===== config.mk =====
export PLATFORM = sky130hd
export DESIGN_NAME = ldst_lane_responder
export DESIGN_NICKNAME = d
export VERILOG_FILES = /design/src/rtl/ldst_pkg.sv /design/src/rtl/ldst_resp_fifo.sv /design/src/rtl/ldst_lane_responder.sv
export SDC_FILE = /design/constraint.sdc
export NUM_CORES = 1
export LEC_CHECK = 0
export ABC_AREA = 1
export CORE_MARGIN = 1.5
export CORE_UTILIZATION = 54
export CTS_BUF_LIST = sky130_fd_sc_hd__clkbuf_8
export CTS_CLUSTER_SIZE = 24
export DETAILED_ROUTE_END_ITERATION = 8
export PLACE_DENSITY = 0.9
export SLEW_MARGIN = 10
export SYNTH_ARGS = -nofsm -noshare
export SYNTH_HDL_FRONTEND = slang
export SYNTH_SLANG_ARGS = --single-unit

===== constraint.sdc =====
create_clock -name clk -period 10.2 [get_ports clk]
set_clock_uncertainty 0.1 [all_clocks]
set_input_delay 2.04 -clock clk [delete_from_list [all_inputs] [get_ports clk]]
set_output_delay 2.04 -clock clk [all_outputs]
set_load 0.005 [all_outputs]

===== src/rtl/ldst_pkg.sv =====
// Shared widths, packet field offsets, size encodings, FSM states and byte-lane helpers
// for the lane LD/ST responder.
package ldst_pkg;

  localparam int LDST_ADDR_W  = 32;
  localparam int LDST_REG_W   = 7;
  localparam int LDST_DATA_W  = 32;
  localparam int LDST_SPACE_W = 2;
  localparam int LDST_SIZE_W  = 2;
  localparam int LDST_PKT_W   = LDST_ADDR_W + LDST_REG_W + LDST_DATA_W + LDST_SPACE_W + LDST_SIZE_W;

  // Packet is {addr, loadReg, storeData, space, size}, MSB first.
  localparam int LDST_SIZE_LSB  = 0;
  localparam int LDST_SPACE_LSB = LDST_SIZE_LSB + LDST_SIZE_W;
  localparam int LDST_DATA_LSB  = LDST_SPACE_LSB + LDST_SPACE_W;
  localparam int LDST_REG_LSB   = LDST_DATA_LSB + LDST_DATA_W;
  localparam int LDST_ADDR_LSB  = LDST_REG_LSB + LDST_REG_W;

  typedef enum logic [1:0] {
    LDST_WORD = 2'b00,
    LDST_HALF = 2'b01,
    LDST_BYTE = 2'b10,
    LDST_RSVD = 2'b11
  } ldstSize_t;

  typedef enum logic [1:0] {
    ST_IDLE = 2'b00,
    ST_REQ  = 2'b01,
    ST_RESP = 2'b10,
    ST_WB   = 2'b11
  } ldstState_t;

  // Byte offset of the lowest enabled lane; half ignores addr[0], word ignores both bits.
  function automatic logic [1:0] ldstOffset(input ldstSize_t size, input logic [1:0] lo);
    case (size)
      LDST_HALF: ldstOffset = {lo[1], 1'b0};
      LDST_BYTE: ldstOffset = lo;
      default:   ldstOffset = 2'b00;
    endcase
  endfunction

  function automatic logic [3:0] ldstBe(input ldstSize_t size, input logic [1:0] lo);
    logic [3:0] mask;
    case (size)
      LDST_HALF: mask = 4'b0011;
      LDST_BYTE: mask = 4'b0001;
      default:   mask = 4'b1111;
    endcase
    ldstBe = mask << ldstOffset(size, lo);
  endfunction

  function automatic logic ldstMisaligned(input ldstSize_t size, input logic [1:0] lo);
    case (size)
      LDST_HALF: ldstMisaligned = lo[0];
      LDST_BYTE: ldstMisaligned = 1'b0;
      default:   ldstMisaligned = (lo != 2'b00);
    endcase
  endfunction

  function automatic logic [31:0] ldstStoreFmt(input ldstSize_t size, input logic [31:0] data);
    case (size)
      LDST_HALF: ldstStoreFmt = {2{data[15:0]}};
      LDST_BYTE: ldstStoreFmt = {4{data[7:0]}};
      default:   ldstStoreFmt = data;
    endcase
  endfunction

  function automatic logic [31:0] ldstLoadFmt(input ldstSize_t size, input logic [1:0] off,
                                              input logic [31:0] word);
    logic [31:0] shifted;
    shifted = word >> {off, 3'b000};
    case (size)
      LDST_HALF: ldstLoadFmt = {16'h0000, shifted[15:0]};
      LDST_BYTE: ldstLoadFmt = {24'h000000, shifted[7:0]};
      default:   ldstLoadFmt = shifted;
    endcase
  endfunction

endpackage


===== src/rtl/ldst_resp_fifo.sv =====
// Generic sync FIFO, head visible combinationally the cycle after push; caller must not push when full.
// Pointers carry one extra wrap bit so full and empty are distinguishable.
module ldst_resp_fifo #(
  parameter int WIDTH = 8,
  parameter int DEPTH = 4
) (
  input  logic             clk,
  input  logic             reset,
  input  logic             push,
  input  logic [WIDTH-1:0] pushData,
  input  logic             pop,
  output logic             full,
  output logic             empty,
  output logic [WIDTH-1:0] headData
);

  localparam int AW = $clog2(DEPTH);

  logic [WIDTH-1:0] mem [DEPTH];
  logic [AW:0]      wrPtr;
  logic [AW:0]      rdPtr;

  always_ff @(posedge clk) begin
    if (push) mem[wrPtr[AW-1:0]] <= pushData;
  end

  always_ff @(posedge clk or negedge reset) begin
    if (!reset) begin
      wrPtr <= '0;
      rdPtr <= '0;
    end else begin
      if (push) wrPtr <= wrPtr + (AW+1)'(1);
      if (pop)  rdPtr <= rdPtr + (AW+1)'(1);
    end
  end

  assign empty    = (wrPtr == rdPtr);
  assign full     = (wrPtr[AW] != rdPtr[AW]) && (wrPtr[AW-1:0] == rdPtr[AW-1:0]);
  assign headData = mem[rdPtr[AW-1:0]];

endmodule


===== src/rtl/ldst_lane_responder.sv =====
// Buffers lane LD/ST packets, issues one memory access at a time and returns formatted load writebacks;
// push->request 2 cycles, backpressure via ldstPacketReady_o when full. LDST_RESP_MISALIGN_TRAP_EN enables misalign trap.
module ldst_lane_responder
  import ldst_pkg::*;
#(
  parameter int ADDR_W     = LDST_ADDR_W,
  parameter int REG_W      = LDST_REG_W,
  parameter int DATA_W     = LDST_DATA_W,
  parameter int SPACE_W    = LDST_SPACE_W,
  parameter int SIZE_W     = LDST_SIZE_W,
  parameter int FIFO_DEPTH = 4
) (
  input  logic                                          clk,
  input  logic                                          reset,
  input  logic                                          ldstPacketValid_i,
  input  logic [ADDR_W+REG_W+DATA_W+SPACE_W+SIZE_W-1:0] ldstPacket_i,
  input  logic                                          ldstIsStore_i,
  output logic                                          ldstPacketReady_o,
  output logic                                          memReqValid_o,
  input  logic                                          memReqReady_i,
  output logic                                          memReqWe_o,
  output logic [ADDR_W-1:0]                             memReqAddr_o,
  output logic [DATA_W-1:0]                             memReqWdata_o,
  output logic [3:0]                                    memReqBe_o,
  input  logic                                          memRespValid_i,
  input  logic [DATA_W-1:0]                             memRespData_i,
  output logic                                          wbValid_o,
  output logic [REG_W-1:0]                              wbReg_o,
  output logic [DATA_W-1:0]                             wbData_o,
  input  logic                                          wbReady_i,
  output logic                                          misalignErr_o
);

  localparam int PKT_W     = ADDR_W + REG_W + DATA_W + SPACE_W + SIZE_W;
  localparam int SIZE_LSB  = 0;
  localparam int SPACE_LSB = SIZE_LSB + SIZE_W;
  localparam int DATA_LSB  = SPACE_LSB + SPACE_W;
  localparam int REG_LSB   = DATA_LSB + DATA_W;
  localparam int ADDR_LSB  = REG_LSB + REG_W;

  logic             fifoPush;
  logic             fifoPop;
  logic             fifoFull;
  logic             fifoEmpty;
  logic [PKT_W:0]   fifoHead;

  logic [ADDR_W-1:0] headAddr;
  logic [REG_W-1:0]  headReg;
  logic [DATA_W-1:0] headData;
  ldstSize_t         headSize;
  logic              headStore;
  logic              headMis;

  ldstState_t        state;
  ldstState_t        stateNxt;

  logic [ADDR_W-1:0] issAddr;
  logic [REG_W-1:0]  issReg;
  logic [DATA_W-1:0] issWdata;
  logic [3:0]        issBe;
  logic              issWe;
  ldstSize_t         issSize;
  logic [1:0]        issOff;
  logic [DATA_W-1:0] wbData;

  assign fifoPush          = ldstPacketValid_i & ~fifoFull;
  assign ldstPacketReady_o = ~fifoFull;

  ldst_resp_fifo #(
    .WIDTH (PKT_W + 1),
    .DEPTH (FIFO_DEPTH)
  ) u_fifo (
    .clk      (clk),
    .reset    (reset),
    .push     (fifoPush),
    .pushData ({ldstIsStore_i, ldstPacket_i}),
    .pop      (fifoPop),
    .full     (fifoFull),
    .empty    (fifoEmpty),
    .headData (fifoHead)
  );

  assign headAddr  = fifoHead[ADDR_LSB +: ADDR_W];
  assign headReg   = fifoHead[REG_LSB +: REG_W];
  assign headData  = fifoHead[DATA_LSB +: DATA_W];
  assign headSize  = ldstSize_t'(fifoHead[SIZE_LSB +: 2]);
  assign headStore = fifoHead[PKT_W];

  // Address space is global-only today; carried through the buffer but not decoded.
  logic unusedSpace;
  assign unusedSpace = ^fifoHead[SPACE_LSB +: SPACE_W];

`ifdef LDST_RESP_MISALIGN_TRAP_EN
  assign headMis = ldstMisaligned(headSize, headAddr[1:0]);
`else
  assign headMis = 1'b0;
`endif

  assign misalignErr_o = (state == ST_IDLE) & ~fifoEmpty & headMis;

  always_comb begin
    stateNxt = state;
    fifoPop  = 1'b0;
    unique case (state)
      ST_IDLE: begin
        if (!fifoEmpty) begin
          fifoPop = 1'b1;
          // A trapped load still returns a zero writeback so the register tag is retired.
          if (headMis) stateNxt = headStore ? ST_IDLE : ST_WB;
          else         stateNxt = ST_REQ;
        end
      end
      ST_REQ:  if (memReqReady_i)  stateNxt = issWe ? ST_IDLE : ST_RESP;
      ST_RESP: if (memRespValid_i) stateNxt = ST_WB;
      ST_WB:   if (wbReady_i)      stateNxt = ST_IDLE;
      default: stateNxt = ST_IDLE;
    endcase
  end

  always_ff @(posedge clk or negedge reset) begin
    if (!reset) begin
      state    <= ST_IDLE;
      issAddr  <= '0;
      issReg   <= '0;
      issWdata <= '0;
      issBe    <= '0;
      issWe    <= 1'b0;
      issSize  <= LDST_WORD;
      issOff   <= '0;
      wbData   <= '0;
    end else begin
      state <= stateNxt;
      if (fifoPop) begin
        issAddr  <= {headAddr[ADDR_W-1:2], 2'b00};
        issReg   <= headReg;
        issWdata <= ldstStoreFmt(headSize, headData);
        issBe    <= ldstBe(headSize, headAddr[1:0]);
        issWe    <= headStore;
        issSize  <= headSize;
        issOff   <= ldstOffset(headSize, headAddr[1:0]);
        wbData   <= '0;
      end
      if (state == ST_RESP && memRespValid_i)
        wbData <= ldstLoadFmt(issSize, issOff, memRespData_i);
    end
  end

  assign memReqValid_o = (state == ST_REQ);
  assign memReqWe_o    = issWe;
  assign memReqAddr_o  = issAddr;
  assign memReqWdata_o = issWdata;
  assign memReqBe_o    = issBe;

  assign wbValid_o = (state == ST_WB);
  assign wbReg_o   = issReg;
  assign wbData_o  = wbData;

endmodule

=== Yosys cells after proc, flatten, opt, wreduce, memory -nomap -nowiden ===
Memories as Yosys holds them, arrays and structs flattened.
Index checks and enable logic that the tools add are counted.

* Equal/unequal tests: 14
* Add/sub/neg operators: 2
* Multipliers: 0
* Shift operators: 2
* Reductions and logical operators: 5
* Bitwise operators: 2
* Muxes and demuxes: 18
* Divide/modulo/power cells: 0
* $lt $le $gt $ge: 0

{| class="wikitable"
|+ Operators with widths
! operator !! number
|-
| $pmux 32 s2 || 2
|-
| $mux 32 || 2
|-
| $shr 32x5->32 || 1
|-
| $mux 2 || 6
|-
| $eq 2x2->1 const B || 4
|-
| $pmux 2 s4 || 1
|-
| $pmux 4 s2 || 1
|-
| $add 3x1->3 const B || 2
|-
| $eq 2x1->1 const B || 3
|-
| $mux 1 || 4
|-
| $mux 4 || 1
|-
| $ne 2x1->1 const B || 2
|-
| $ne 2x2->1 const B || 2
|-
| $pmux 2 s2 || 1
|-
| $reduce_and 4->1 || 1
|-
| $shl 4x2->4 || 1
|-
| $eq 3x3->1 || 1
|-
| $eq 2x2->1 || 1
|-
| $logic_and 1x1->1 || 2
|-
| $logic_not 2->1 || 1
|-
| $reduce_bool 2->1 || 1
|-
| $and 1x1->1 || 1
|-
| $ne 1x1->1 || 1
|-
| $not 1->1 || 1
|}

* Bits in latches: 0
* Output and inout port bits: 112
* Bits in writable memories: 304
* Memories: 1
* Register bits: 118
* ROM bits: 0
* Bits of input ports: 114
* Word-level logic and storage cells: 55

{| class="wikitable"
|+ Memories
! memory !! words !! width !! rd ports !! clocked after memory_dff !! write ports !! line !! RTL
|-
| u_fifo.mem || 4 || 76 || 1 || 0 || 1 || ldst_resp_fifo.sv:19 || <nowiki>logic [WIDTH-1:0] mem [DEPTH];</nowiki>
|}

=== Logic depth before layout (Yosys ltp) ===
Gate-level depths: netlist (run 1).

* Depth after elaboration: 6
* Depth in mapped cells: 16
* Depth with buffers taken out: 13

=== By module ===
A second synthesis (run 1) with hierarchy kept.

* Cells, all modules: 1,619
* Area, all modules: 17,889.7 µm²

{| class="wikitable"
|+ Modules (own cells, without submodules)
! module !! cells each !! instances !! sequential area each (µm²) !! area an instance (µm²)
|-
| ldst_resp_fifo || 929 || 1 || 9,278.9 || 12,570.8
|-
| ldst_lane_responder || 690 || 1 || 2,802.7 || 5,318.9
|}

=== Worst setup path after synthesis (run 1) ===
No wires, ideal clock.

* Path kind: input to register
* Start: input port ldstPacketValid_i
* End: memory u_fifo.mem[3][0] (netlist bit), enable pin
* Cell stages on the path: 2
* Arrival time: 5.329 ns
* Required time: 9.592 ns
* Slack: 4.262 ns
* Library setup time: 0.508 ns
* Path buffers: 0
* Path through: nand2_1 -> nor2_1

* Longest elaborated chain between the ends: 3

{| class="wikitable"
|+ RTL lines
! what !! line !! RTL
|-
| start, declared || ldst_lane_responder.sv:15 || <nowiki>input logic ldstPacketValid_i,</nowiki>
|-
| $and 1x1->1 || ldst_lane_responder.sv:66 || <nowiki>assign fifoPush = ldstPacketValid_i & ~fifoFull;</nowiki>
|-
| $mux 1 || ldst_resp_fifo.sv:24 || <nowiki>if (push) mem[wrPtr[AW-1:0]] <= pushData;</nowiki>
|-
| $mux 1 (implied by the code) || ldst_resp_fifo.sv:24 ||
|-
| end, declared || ldst_resp_fifo.sv:19 ||
|}

Every way passes these cells.

=== Worst setup path after layout (run 1) ===
* Start: register u_fifo.rdPtr[1]
* End: output port ldstPacketReady_o

* Longest elaborated chain between the ends: 3

{| class="wikitable"
|+ RTL lines
! what !! line !! RTL
|-
| start, declared || ldst_resp_fifo.sv:21 || <nowiki>logic [AW:0] rdPtr;</nowiki>
|-
| start signal, assigned || ldst_resp_fifo.sv:33 || <nowiki>if (pop) rdPtr <= rdPtr + (AW+1)'(1);</nowiki>
|-
| $eq 2x2->1 || ldst_resp_fifo.sv:38 || <nowiki>assign full = (wrPtr[AW] != rdPtr[AW]) && (wrPtr[AW-1:0] == rdPtr[AW-1:0]);</nowiki>
|-
| $logic_and 1x1->1 || ldst_resp_fifo.sv:38 ||
|-
| $not 1->1 || ldst_lane_responder.sv:67 || <nowiki>assign ldstPacketReady_o = ~fifoFull;</nowiki>
|-
| end, declared || ldst_lane_responder.sv:18 || <nowiki>output logic ldstPacketReady_o,</nowiki>
|}

Every way passes these cells.

==> results of run 1 <==
[power by group]
part	internal (W)	switching, W	leakage, nW
registers	0.00232	0.000251	4.20
logic	0.000905	0.00162	3.24
clock network	0.000684	0.000629	0.707
total	0.00390	0.00250	8.14
[registers in the layout (all words and copies together), names as in the netlist, 3 cells and up, named ones only]
signal         count
memReqWdata_o     32
u_fifo.rdPtr       3
memReqBe_o         4
u_fifo.wrPtr       3
memReqAddr_o      30
wbReg_o            7
wbData_o          32
u_fifo.mem       296
[layout make-up]
cell class | instances | area, um2 | area share (%)
repair buffers | 232 | 2290 | 11.3
multi-input cells | 935 | 4240 | 20.8
well taps | 396 | 495 | 2.43
diodes | 6 | 15.0 | 0.0737
clock buffers | 63 | 867 | 4.25
clock inverters | 52 | 355 | 1.74
inverters | 70 | 268 | 1.31
flip-flops and latches | 414 | 11800 | 58.1
[worst paths after layout]
kind / from / to / slack [ns] / depth (start not counted)
worst max register to register: u_fifo.rdPtr[0] / memReqWdata_o[21] / 5.53 / 12
worst min-delay path: wbData_o[7] / wbData_o[7] / 0.37 / 2
min in group asynchronous: reset / memReqWdata_o[6] / 1.38 / 1
worst min register to register: wbData_o[7] / wbData_o[7] / 0.37 / 2
worst max-delay path: u_fifo.rdPtr[1] / ldstPacketReady_o / 5.45 / 6
max in group asynchronous: reset / u_fifo.rdPtr[1] / 7.49 / 2
[cells by family after synthesis]
| family | Yosys count | synth area share [%] |
|---|---|---|
| flops | 414 | 70.4 |
| buf+inv | 160 | 4.62 |
| xor+xnor | 4 | 0.320 |
| other cells | 1 | 0.0223 |
| simple gates | 683 | 16.3 |
| fa+ha+maj | 9 | 0.669 |
| compound gates | 236 | 7.73 |
[placed cells by master (no fill, tap or decap), types with 3 or more instances in the layout]
master and count:
sky130_fd_sc_hd__o21ai_0 123, sky130_fd_sc_hd__clkinv_1 10, sky130_fd_sc_hd__o211ai_1 14, sky130_fd_sc_hd__dfrtp_1 116
sky130_fd_sc_hd__diode_2 6, sky130_fd_sc_hd__o21ai_1 21, sky130_fd_sc_hd__nor2_4 4, sky130_fd_sc_hd__xor2_1 3
sky130_fd_sc_hd__clkdlybuf4s50_1 219, sky130_fd_sc_hd__conb_1 3, sky130_fd_sc_hd__ha_1 9, sky130_fd_sc_hd__inv_1 87
sky130_fd_sc_hd__nand3_1 104, sky130_fd_sc_hd__buf_4 12, sky130_fd_sc_hd__o22ai_1 45, sky130_fd_sc_hd__inv_2 3
sky130_fd_sc_hd__edfxtp_1 296, sky130_fd_sc_hd__a21oi_1 29, sky130_fd_sc_hd__clkbuf_8 63, sky130_fd_sc_hd__clkinv_2 11
sky130_fd_sc_hd__nor2_1 137, sky130_fd_sc_hd__nand2_1 426, sky130_fd_sc_hd__bufinv_16 4, sky130_fd_sc_hd__nand4_1 4
[layer usage]
metal / GRT usage, % / part of all wire (%) / wire (um)
met1: 32.2 / 38 / 15600
met5: 0 / 0.10 / 41
met3: 6.28 / 9.7 / 3950
met4: 7.87 / 2.0 / 828
met2: 42.5 / 50 / 20300
[stage by stage]
stage	area [um2]	total power (W)	hold slack (ns)	std cells	setup WS, ns
after floorplan	16800	0.00418	0.363	1509	4.26
after global placement	19100	0.00498	0.357	2047	5.40
after detailed placement	19100	0.00511	0.359	2047	5.35
after CTS	20400	0.00643	0.375	2162	5.39
after global routing	20400	0.00683	0.400	2165	5.07
final	20400	0.00641	0.372	2168	5.45
[tightest hold or removal path: stages, from the launching register on]
cell and delay [ns]:
sky130_fd_sc_hd__dfrtp_1 0.34, sky130_fd_sc_hd__nand2_1 0.05, sky130_fd_sc_hd__nand2_1 0.05
==> results.json, run 1 <==
{
  "status": "completed",
  "yosys_register_bits": 414,
  "pin_count_of_the_biggest_net_entering_global_routing": 96,
  "synth_top_cells_by_count": "sky130_fd_sc_hd__nand2_1, sky130_fd_sc_hd__edfxtp_1, sky130_fd_sc_hd__nor2_1",
  "post_cts.repair.setup_buffers": 0,
  "worst_path_cell_trace": "inv_2, buf_4, nand2_1, nand2_2, nand4_1, clkdlybuf4s50_1",
  "final_core_util_pct": 66.6,
  "timing.final.hold_violations": 0,
  "drt-total-wl_um": 40700,
  "max_stage_delay_ns": 0.70,
  "grt_pass1_vias": 12000,
  "unrepaired_setup_endpoints_after_global_routing": "no",
  "antenna_found_initial": 9,
  "finalSetupTns_ns": 0,
  "portBuffers": 220,
  "finalSetupViolations": 0,
  "critPathArrivalTime_ns": 2.61,
  "netlist_area_um2": 16800,
  "cts.clk_slew.worst_paths_ns": 0.06,
  "nNetsFinal": 1837,
  "post_synth_inst_count": 1507,
  "slew_headroom_pct": 35.0,
  "power.static_leakage_nw": 8.14,
  "num_rows": 64,
  "yosys-top-cells-area": "sky130_fd_sc_hd__edfxtp_1, sky130_fd_sc_hd__dfrtp_1, sky130_fd_sc_hd__nand2_1",
  "maxClockFrequency_ghz": 0.210,
  "cts-buffers-inserted": 61,
  "maxSlewViolCount": 0,
  "synth_cell_types": 32,
  "data_required_time_of_the_worst_path_ns": 8.06,
  "floorplan.core_area_um2": 30600,
  "start_util_pct": 55.0,
  "yosys_warnings": 0,
  "die_x_um": 180,
  "power_density_nw_per_um2": 314,
  "cts_hold_buffers": 0,
  "root_buffer": "sky130_fd_sc_hd__clkbuf_8",
  "worstSkewPairLatency_ns": 0.64,
  "final_period_minus_worst_setup_slack_ns": 4.75,
  "critPathLaunchType": "flip-flop",
  "synth-edff-count": 296,
  "critical_path.endpoint_type": "output pin",
  "tightest_slew_ns": 0.975,
  "cts_num_sinks": 414,
  "synth_most_common_cell": "sky130_fd_sc_hd__nand2_1",
  "critPathMaxFanout": 78,
  "power.ir.vdd_worst_mv": 0.242,
  "nFillCells": 2139,
  "avgViaCountPerCell": 5.56,
  "crit_type": "flip-flop to output pin",
  "post-synth-top-area-cell": "sky130_fd_sc_hd__edfxtp_1",
  "syn_avg_cell_area_um2": 11.2,
  "routed_wire_length_per_instance_um": 18.8,
  "drt_pre_antenna_iters": 7,
  "ioPinCount": 226,
  "critical-path-top-delay-family": "buffers and inverters",
  "min_path_type": "flip-flop to flip-flop",
  "largest_buffer_count_on_any_clock_path": 3,
  "sequential_to_total_area_share_from_yosys_stat_pct": 70.4,
  "clock_tree.htree_level_count": 2,
  "min_period_over_period_pct": 46.6,
  "synth_flop_cell": "sky130_fd_sc_hd__edfxtp_1",
  "fraction_of_final_layout_cells_with_drive_strength_greater_than_1_pct": 6.68,
  "place_congestion": 0.897,
  "track_usage_pct": 25.2,
  "floorplan.die.height_um": 180,
  "ant_nets": 0,
  "drcViolationCount": 0,
  "grt_first_pass_wirelength_um": 64000,
  "cts_tree": "built",
  "worst-path-buf-inv": 3,
  "drv.max_cap_violation_count": 0,
  "dp_hpwl_um": 24600,
  "die-area_um2": 32200,
  "post_cts_resize_count": 0,
  "gr-total-overflow": 0,
  "first_iter_violations": 1101,
  "area_growth_from_synthesis_to_layout_pct": 21.2,
  "critPathSlowestCell": "sky130_fd_sc_hd__buf_4",
  "route.vias.total": 12100,
  "yosysTopAreaCellShare_pct": 52.8,
  "async_reset_ff_share_pct": 28.5
}
Note: power is estimated with default switching activity, not from simulation.
==> run 2: changes to the inputs <==
==> constraint.sdc (replaced) <==
create_clock -name clk -period 4.86 [get_ports clk]
set_clock_uncertainty 0.1 [all_clocks]
set_input_delay 0.972 -clock clk [delete_from_list [all_inputs] [get_ports clk]]
set_output_delay 0.972 -clock clk [all_outputs]
set_load 0.005 [all_outputs]
==> results.json, run 2 (synthesis gave the netlist of run 1 again) <==
{
  "status": "completed",
  "avgViaCountPerCell": 5.62,
  "cts_num_sinks": 414,
  "clock_tree.htree_level_count": 3,
  "drt-total-wl_um": 41400,
  "ioPinCount": 226,
  "fin_worst_hold_slack_ns": 0.335,
  "post_cts_resize_count": 0,
  "topRoutingLayerUsed": "met5",
  "power.static_leakage_nw": 8.23,
  "layout.cells.most_common": "sky130_fd_sc_hd__nand2_1",
  "antenna_found_initial": 6,
  "post_cts.repair.setup_buffers": 0,
  "flop_pwr_share_pct": 39.2,
  "slew_headroom_pct": 17.7,
  "cts_tree": "built",
  "met3_routed_wl_um": 4160,
  "critical-path-top-delay-family": "buffers and inverters",
  "drt_pre_antenna_iters": 6,
  "floorplan.core_area_um2": 30600,
  "min_path_type": "input port to asynchronous set/reset pin",
  "place_congestion": 0.862,
  "unrepaired_setup_endpoints_after_global_routing": "no",
  "finalSetupViolations": 0,
  "dp_hpwl_um": 25200,
  "power.share.switching_pct": 38.9,
  "portBuffers": 220,
  "finalSetupTns_ns": 0,
  "rr_startpoint": "u_fifo.rdPtr[0]",
  "drv.max_cap_violation_count": 0,
  "worstSkewPairLatency_ns": 0.58,
  "maxClockFrequency_ghz": 0.283,
  "worst_path_cell_trace": "inv_2, nand2_1, nand2_2, nand4_1, clkdlybuf4s50_1",
  "drcViolationCount": 0,
  "grt_first_pass_wirelength_um": 64800,
  "data_required_time_of_the_worst_path_ns": 3.79,
  "most_frequent_cells_in_the_layout": "sky130_fd_sc_hd__nand2_1, sky130_fd_sc_hd__edfxtp_1, sky130_fd_sc_hd__clkdlybuf4s50_1",
  "power.ir.vdd_worst_mv": 0.460,
  "total_switching_power_w": 0.00531,
  "die_x_um": 180,
  "design_area_um2": 20500,
  "crit_type": "flip-flop to output pin",
  "routed_wire_length_per_instance_um": 19.0,
  "final_period_minus_worst_setup_slack_ns": 3.54,
  "floorplan.die.height_um": 180,
  "area_growth_from_synthesis_to_layout_pct": 22.1,
  "critical_path.endpoint_type": "output pin",
  "worst-path-buf-inv": 2,
  "route.vias.total": 12200,
  "timing.final.hold_violations": 0,
  "track_usage_pct": 25.4,
  "root_buffer": "sky130_fd_sc_hd__clkbuf_8",
  "cell_internal_pwr_w": 0.00834,
  "maxSlewViolCount": 0,
  "met2_length_um": 20100,
  "min_period_over_period_pct": 72.8,
  "m1WireLength_um": 15700,
  "grt_pass1_vias": 12200,
  "largest_buffer_count_on_any_clock_path": 3,
  "combPwrFrac_pct": 39.7,
  "critPathMaxFanout": 28,
  "num_rows": 64,
  "first_iter_violations": 1354,
  "report.power.total_w": 0.0136,
  "placedInstanceArea_um2": 19200,
  "gr-total-overflow": 0,
  "cts-buffers-inserted": 66,
  "cts.clk_slew.worst_paths_ns": 0.06,
  "power_density_nw_per_um2": 664,
  "clockPowerShare_pct": 21.1,
  "critPathLaunch": "u_fifo.rdPtr[1]",
  "nFillCells": 2153,
  "die-area_um2": 32200,
  "regArea_um2": 11800,
  "max_stage_delay_ns": 0.75,
  "largest_register_ffs": 296,
  "critPathSlowestCell": "sky130_fd_sc_hd__dfrtp_2",
  "start_util_pct": 55.0,
  "critPathArrivalTime_ns": 2.46,
  "critPathLaunchType": "flip-flop",
  "fraction_of_final_layout_cells_with_drive_strength_greater_than_1_pct": 7.54,
  "ant_nets": 0,
  "pin_count_of_the_biggest_net_entering_global_routing": 122,
  "multi_input_comb_area_um2": 4240,
  "cts_hold_buffers": 0,
  "nNetsFinal": 1848,
  "tightest_slew_ns": 1.24
}
## run 2: final cells by class
| cell class | instances | area share, % |
|---|---|---|
| Antenna cell | 5 | 0.0609 |
| Clock buffer | 79 | 5.29 |
| Clock inverter | 41 | 1.05 |
| Inverter | 70 | 1.30 |
| Multi-Input combinational cell | 935 | 20.7 |
| Sequential cell | 414 | 57.7 |
| Tap cell | 396 | 2.41 |
| Timing Repair Buffer | 238 | 11.6 |
## run 2: final timing paths
| check | to | slack, ns | depth (start not counted) |
|---|---|---|---|
| worst max-delay path | ldstPacketReady_o | 1.32 | 5 |
| min in group clk | wbData_o[6] | 0.38 | 2 |
| max in group asynchronous | wbData_o[0] | 3.21 | 2 |
| worst min register to register | wbData_o[6] | 0.38 | 2 |
| worst max register to register | memReqWdata_o[16] | 1.52 | 12 |
| worst min-delay path | wbData_o[6] | 0.34 | 1 |
## run 2: power groups by stage
| stage | clock network, W | registers, W | logic, W |
|---|---|---|---|
| finish | 0.00289 | 0.00535 | 0.00541 |
| floorplan | 0 | 0.00530 | 0.00346 |
| global route | 0.00308 | 0.00544 | 0.00598 |
| CTS | 0.00294 | 0.00535 | 0.00542 |
| global placement | 0 | 0.00535 | 0.00515 |
| detailed placement | 0 | 0.00540 | 0.00535 |
## run 2: through the flow
| step | worst slack (ns) | cells | util, % |
|---|---|---|---|
| after floorplan | 0.00482 | 1509 | - |
| after global placement | 1.56 | 2053 | 62.9 |
| after detailed placement | 1.53 | 2053 | 62.9 |
| after CTS | 1.30 | 2173 | 67.1 |
| after global routing | 1.21 | 2175 | 67.1 |
| final | 1.32 | 2178 | 67.2 |
## run 2: metal layers
layer / GRT usage (%) / vias up
met4: 11.1 / 4
li1: - / 5602
met5: 0 / -
met1: 32.0 / 5815
met3: 6.20 / 112
met2: 42.0 / 706
==> run 3: changes to the inputs <==
--- a/config.mk
+++ b/config.mk
@@ -7,11 +7,11 @@
 export LEC_CHECK = 0
 export ABC_AREA = 1
 export CORE_MARGIN = 1.5
-export CORE_UTILIZATION = 54
+export CORE_UTILIZATION = 51
 export CTS_BUF_LIST = sky130_fd_sc_hd__clkbuf_8
 export CTS_CLUSTER_SIZE = 24
 export DETAILED_ROUTE_END_ITERATION = 8
-export PLACE_DENSITY = 0.9
+export PLACE_DENSITY = 0.89
 export SLEW_MARGIN = 10
 export SYNTH_ARGS = -nofsm -noshare
 export SYNTH_HDL_FRONTEND = slang
==> constraint.sdc (replaced) <==
create_clock -name clk -period 3.2 [get_ports clk]
set_clock_uncertainty 0.1 [all_clocks]
set_input_delay 0.64 -clock clk [delete_from_list [all_inputs] [get_ports clk]]
set_output_delay 0.64 -clock clk [all_outputs]
set_load 0.005 [all_outputs]
==> results.json, run 3 (synthesis gave the netlist of run 1 again) <==
{
  "drt_pre_antenna_iters": 6,
  "critPathArrivalTime_ns": 2.32,
  "final_period_minus_worst_setup_slack_ns": 3.06,
  "grt_pass1_vias": 12300,
  "grt_first_pass_wirelength_um": 64700,
  "ioPinCount": 226,
  "cts_tree": "built",
  "maxSlewViolCount": 0,
  "status": "completed",
  "timing.final.hold_violations": 0,
  "finalSetupViolations": 0,
  "worst_setup_path_endpoint": "ldstPacketReady_o",
  "min_period_over_period_pct": 95.7,
  "start_util_pct": 51.7,
  "gr-total-overflow": 0,
  "critPathLaunch": "u_fifo.rdPtr[0]",
  "maxClockFrequency_ghz": 0.327,
  "post-place-cells": 2105,
  "largest_register_ffs": 296,
  "cts-buffers-inserted": 67,
  "clock_tree.htree_level_count": 3,
  "slew_headroom_pct": 23.1,
  "met2_length_um": 20800,
  "met3_routed_wl_um": 4320,
  "min_path_type": "flip-flop to flip-flop",
  "nFillCells": 2383,
  "design_area_um2": 20800,
  "reg2reg_to": "memReqWdata_o[17]",
  "cts_num_sinks": 414,
  "dp_hpwl_um": 24800,
  "final_std_cells_w_o_fill": 2235,
  "place_congestion": 0.818,
  "layout.cells.most_common": "sky130_fd_sc_hd__nand2_1",
  "power.ir.vdd_worst_mv": 0.644,
  "routed_wire_length_per_instance_um": 18.9,
  "fraction_of_final_layout_cells_with_drive_strength_greater_than_1_pct": 7.95,
  "combPwrFrac_pct": 40.2,
  "m1WireLength_um": 15900,
  "tightest_slew_ns": 1.15,
  "critical_path.endpoint_type": "output pin",
  "clockPowerShare_pct": 22.2,
  "topRoutingLayerUsed": "met5",
  "crit_type": "flip-flop to output pin",
  "die_x_um": 185,
  "floorplan.core_area_um2": 32500,
  "ant_nets": 0,
  "reg2reg_setup_slack_ns": 0.24,
  "root_buffer": "sky130_fd_sc_hd__clkbuf_8",
  "portBuffers": 220,
  "power.share.switching_pct": 38.5,
  "startpoint_of_the_tightest_hold_check_path": "wbData_o[0]",
  "critPathLaunchType": "flip-flop",
  "pin_count_of_the_biggest_net_entering_global_routing": 110,
  "drcViolationCount": 0,
  "power.static_leakage_nw": 8.35,
  "floorplan.die.height_um": 185,
  "rr_startpoint": "u_fifo.rdPtr[0]",
  "drt-total-wl_um": 42200,
  "most_frequent_cells_in_the_layout": "sky130_fd_sc_hd__nand2_1, sky130_fd_sc_hd__edfxtp_1, sky130_fd_sc_hd__clkdlybuf4s50_1",
  "die-area_um2": 34100,
  "critPathMaxFanout": 70,
  "nNetsFinal": 1857,
  "total_switching_power_w": 0.00820,
  "post_cts.repair.setup_buffers": 0,
  "drv.max_cap_violation_count": 0,
  "reg2reg_depth": 12,
  "route.vias.total": 12300,
  "antenna_found_initial": 8,
  "data_required_time_of_the_worst_path_ns": 2.46,
  "placedInstanceArea_um2": 19400,
  "first_iter_violations": 983,
  "avgViaCountPerCell": 5.51,
  "cts.clk_slew.worst_paths_ns": 0.06,
  "num_rows": 66,
  "power_density_nw_per_um2": 1020,
  "area_growth_from_synthesis_to_layout_pct": 23.9,
  "track_usage_pct": 24.9,
  "worstSkewPairLatency_ns": 0.59,
  "largest_buffer_count_on_any_clock_path": 3,
  "flop_pwr_share_pct": 37.6,
  "cell_internal_pwr_w": 0.0131,
  "unrepaired_setup_endpoints_after_global_routing": "no"
}
==> run 3: cell types whose count changed in the layout (fill, tap and decap cells not counted), moves of 2 or more <==
cell	change
sky130_fd_sc_hd__clkbuf_8	-6
sky130_fd_sc_hd__bufinv_16	+5
sky130_fd_sc_hd__buf_12	+3
sky130_fd_sc_hd__buf_4	+2
sky130_fd_sc_hd__clkinv_1	+2
sky130_fd_sc_hd__clkinvlp_4	-2
sky130_fd_sc_hd__diode_2	+2
sky130_fd_sc_hd__inv_1	-2
==> run 3: worst min path at each step <==
stage	depth (start not counted)	endpoint	slack, ns
2_1_floorplan	0	asynchronous set/reset pin	0.24
3_3_place_gp	2	wbData_o[0]	0.35
3_5_place_dp	2	wbData_o[0]	0.36
4_1_cts	2	wbData_o[0]	0.37
5_1_grt	2	wbReg_o[1]	0.39
6_report	2	wbData_o[0]	0.37
==> run 3: stage by stage <==
| step | worst slack (ns) | total power [W] | setup TNS (ns) | hold slack (ns) | utilization (%) |
|---|---|---|---|---|---|
| finish | 0.138 | 0.0213 | 0 | 0.369 | 64.1 |
| global route | 0.0101 | 0.0226 | 0 | 0.393 | 64.0 |
| CTS | 0.0972 | 0.0214 | 0 | 0.372 | 64.0 |
| detailed placement | 0.300 | 0.0165 | 0 | 0.358 | 59.6 |
| global placement | 0.396 | 0.0161 | 0 | 0.355 | 59.6 |
| floorplan | -0.304 | 0.0133 | -85.97 | 0.244 | - |
==> run 3: worst max-delay path: stages (launching register included) <==
cell and delay, ns:
sky130_fd_sc_hd__dfrtp_4 0.59, sky130_fd_sc_hd__buf_16 0.27, sky130_fd_sc_hd__xnor2_4 0.22, sky130_fd_sc_hd__nand4_1 0.15, sky130_fd_sc_hd__clkdlybuf4s50_1 0.48
==> run 3: power groups by stage <==
stage                     sequential, W  clock [W]  combinational [W]
after global placement          0.00801          0            0.00808
after global routing            0.00813    0.00503            0.00947
after detailed placement        0.00808          0            0.00840
after floorplan                 0.00802          0            0.00526
after CTS                       0.00800    0.00480            0.00857
final                           0.00801    0.00472            0.00856
==> run 3: metal layers <==
metal  vias to the layer above  global-route usage [%]
met5                         -                       0
li1                       5625                       -
met4                         4                    10.9
met2                       638                    42.8
met1                      5944                    29.5
met3                        97                    6.66
==> run 3: repair_timing <==
| item | CTS | global route |
|---|---|---|
| hold buffers | 1 | 0 |
| resized for setup | 1 | 0 |
| endpoints found under the hold margin | 56 | 0 |
| setup endpoints to repair | 1 | 0 |
==> run 3: cell type report <==
cell class	count	area (um2)	share of cell area, %
repair buffers	246	2520	12.1
clock inverters	48	393	1.88
clock buffers	73	1000	4.82
multi-input cells	935	4240	20.4
flip-flops and latches	414	11800	56.8
inverters	70	268	1.28
well taps	442	553	2.65
diodes	7	17.5	0.0840
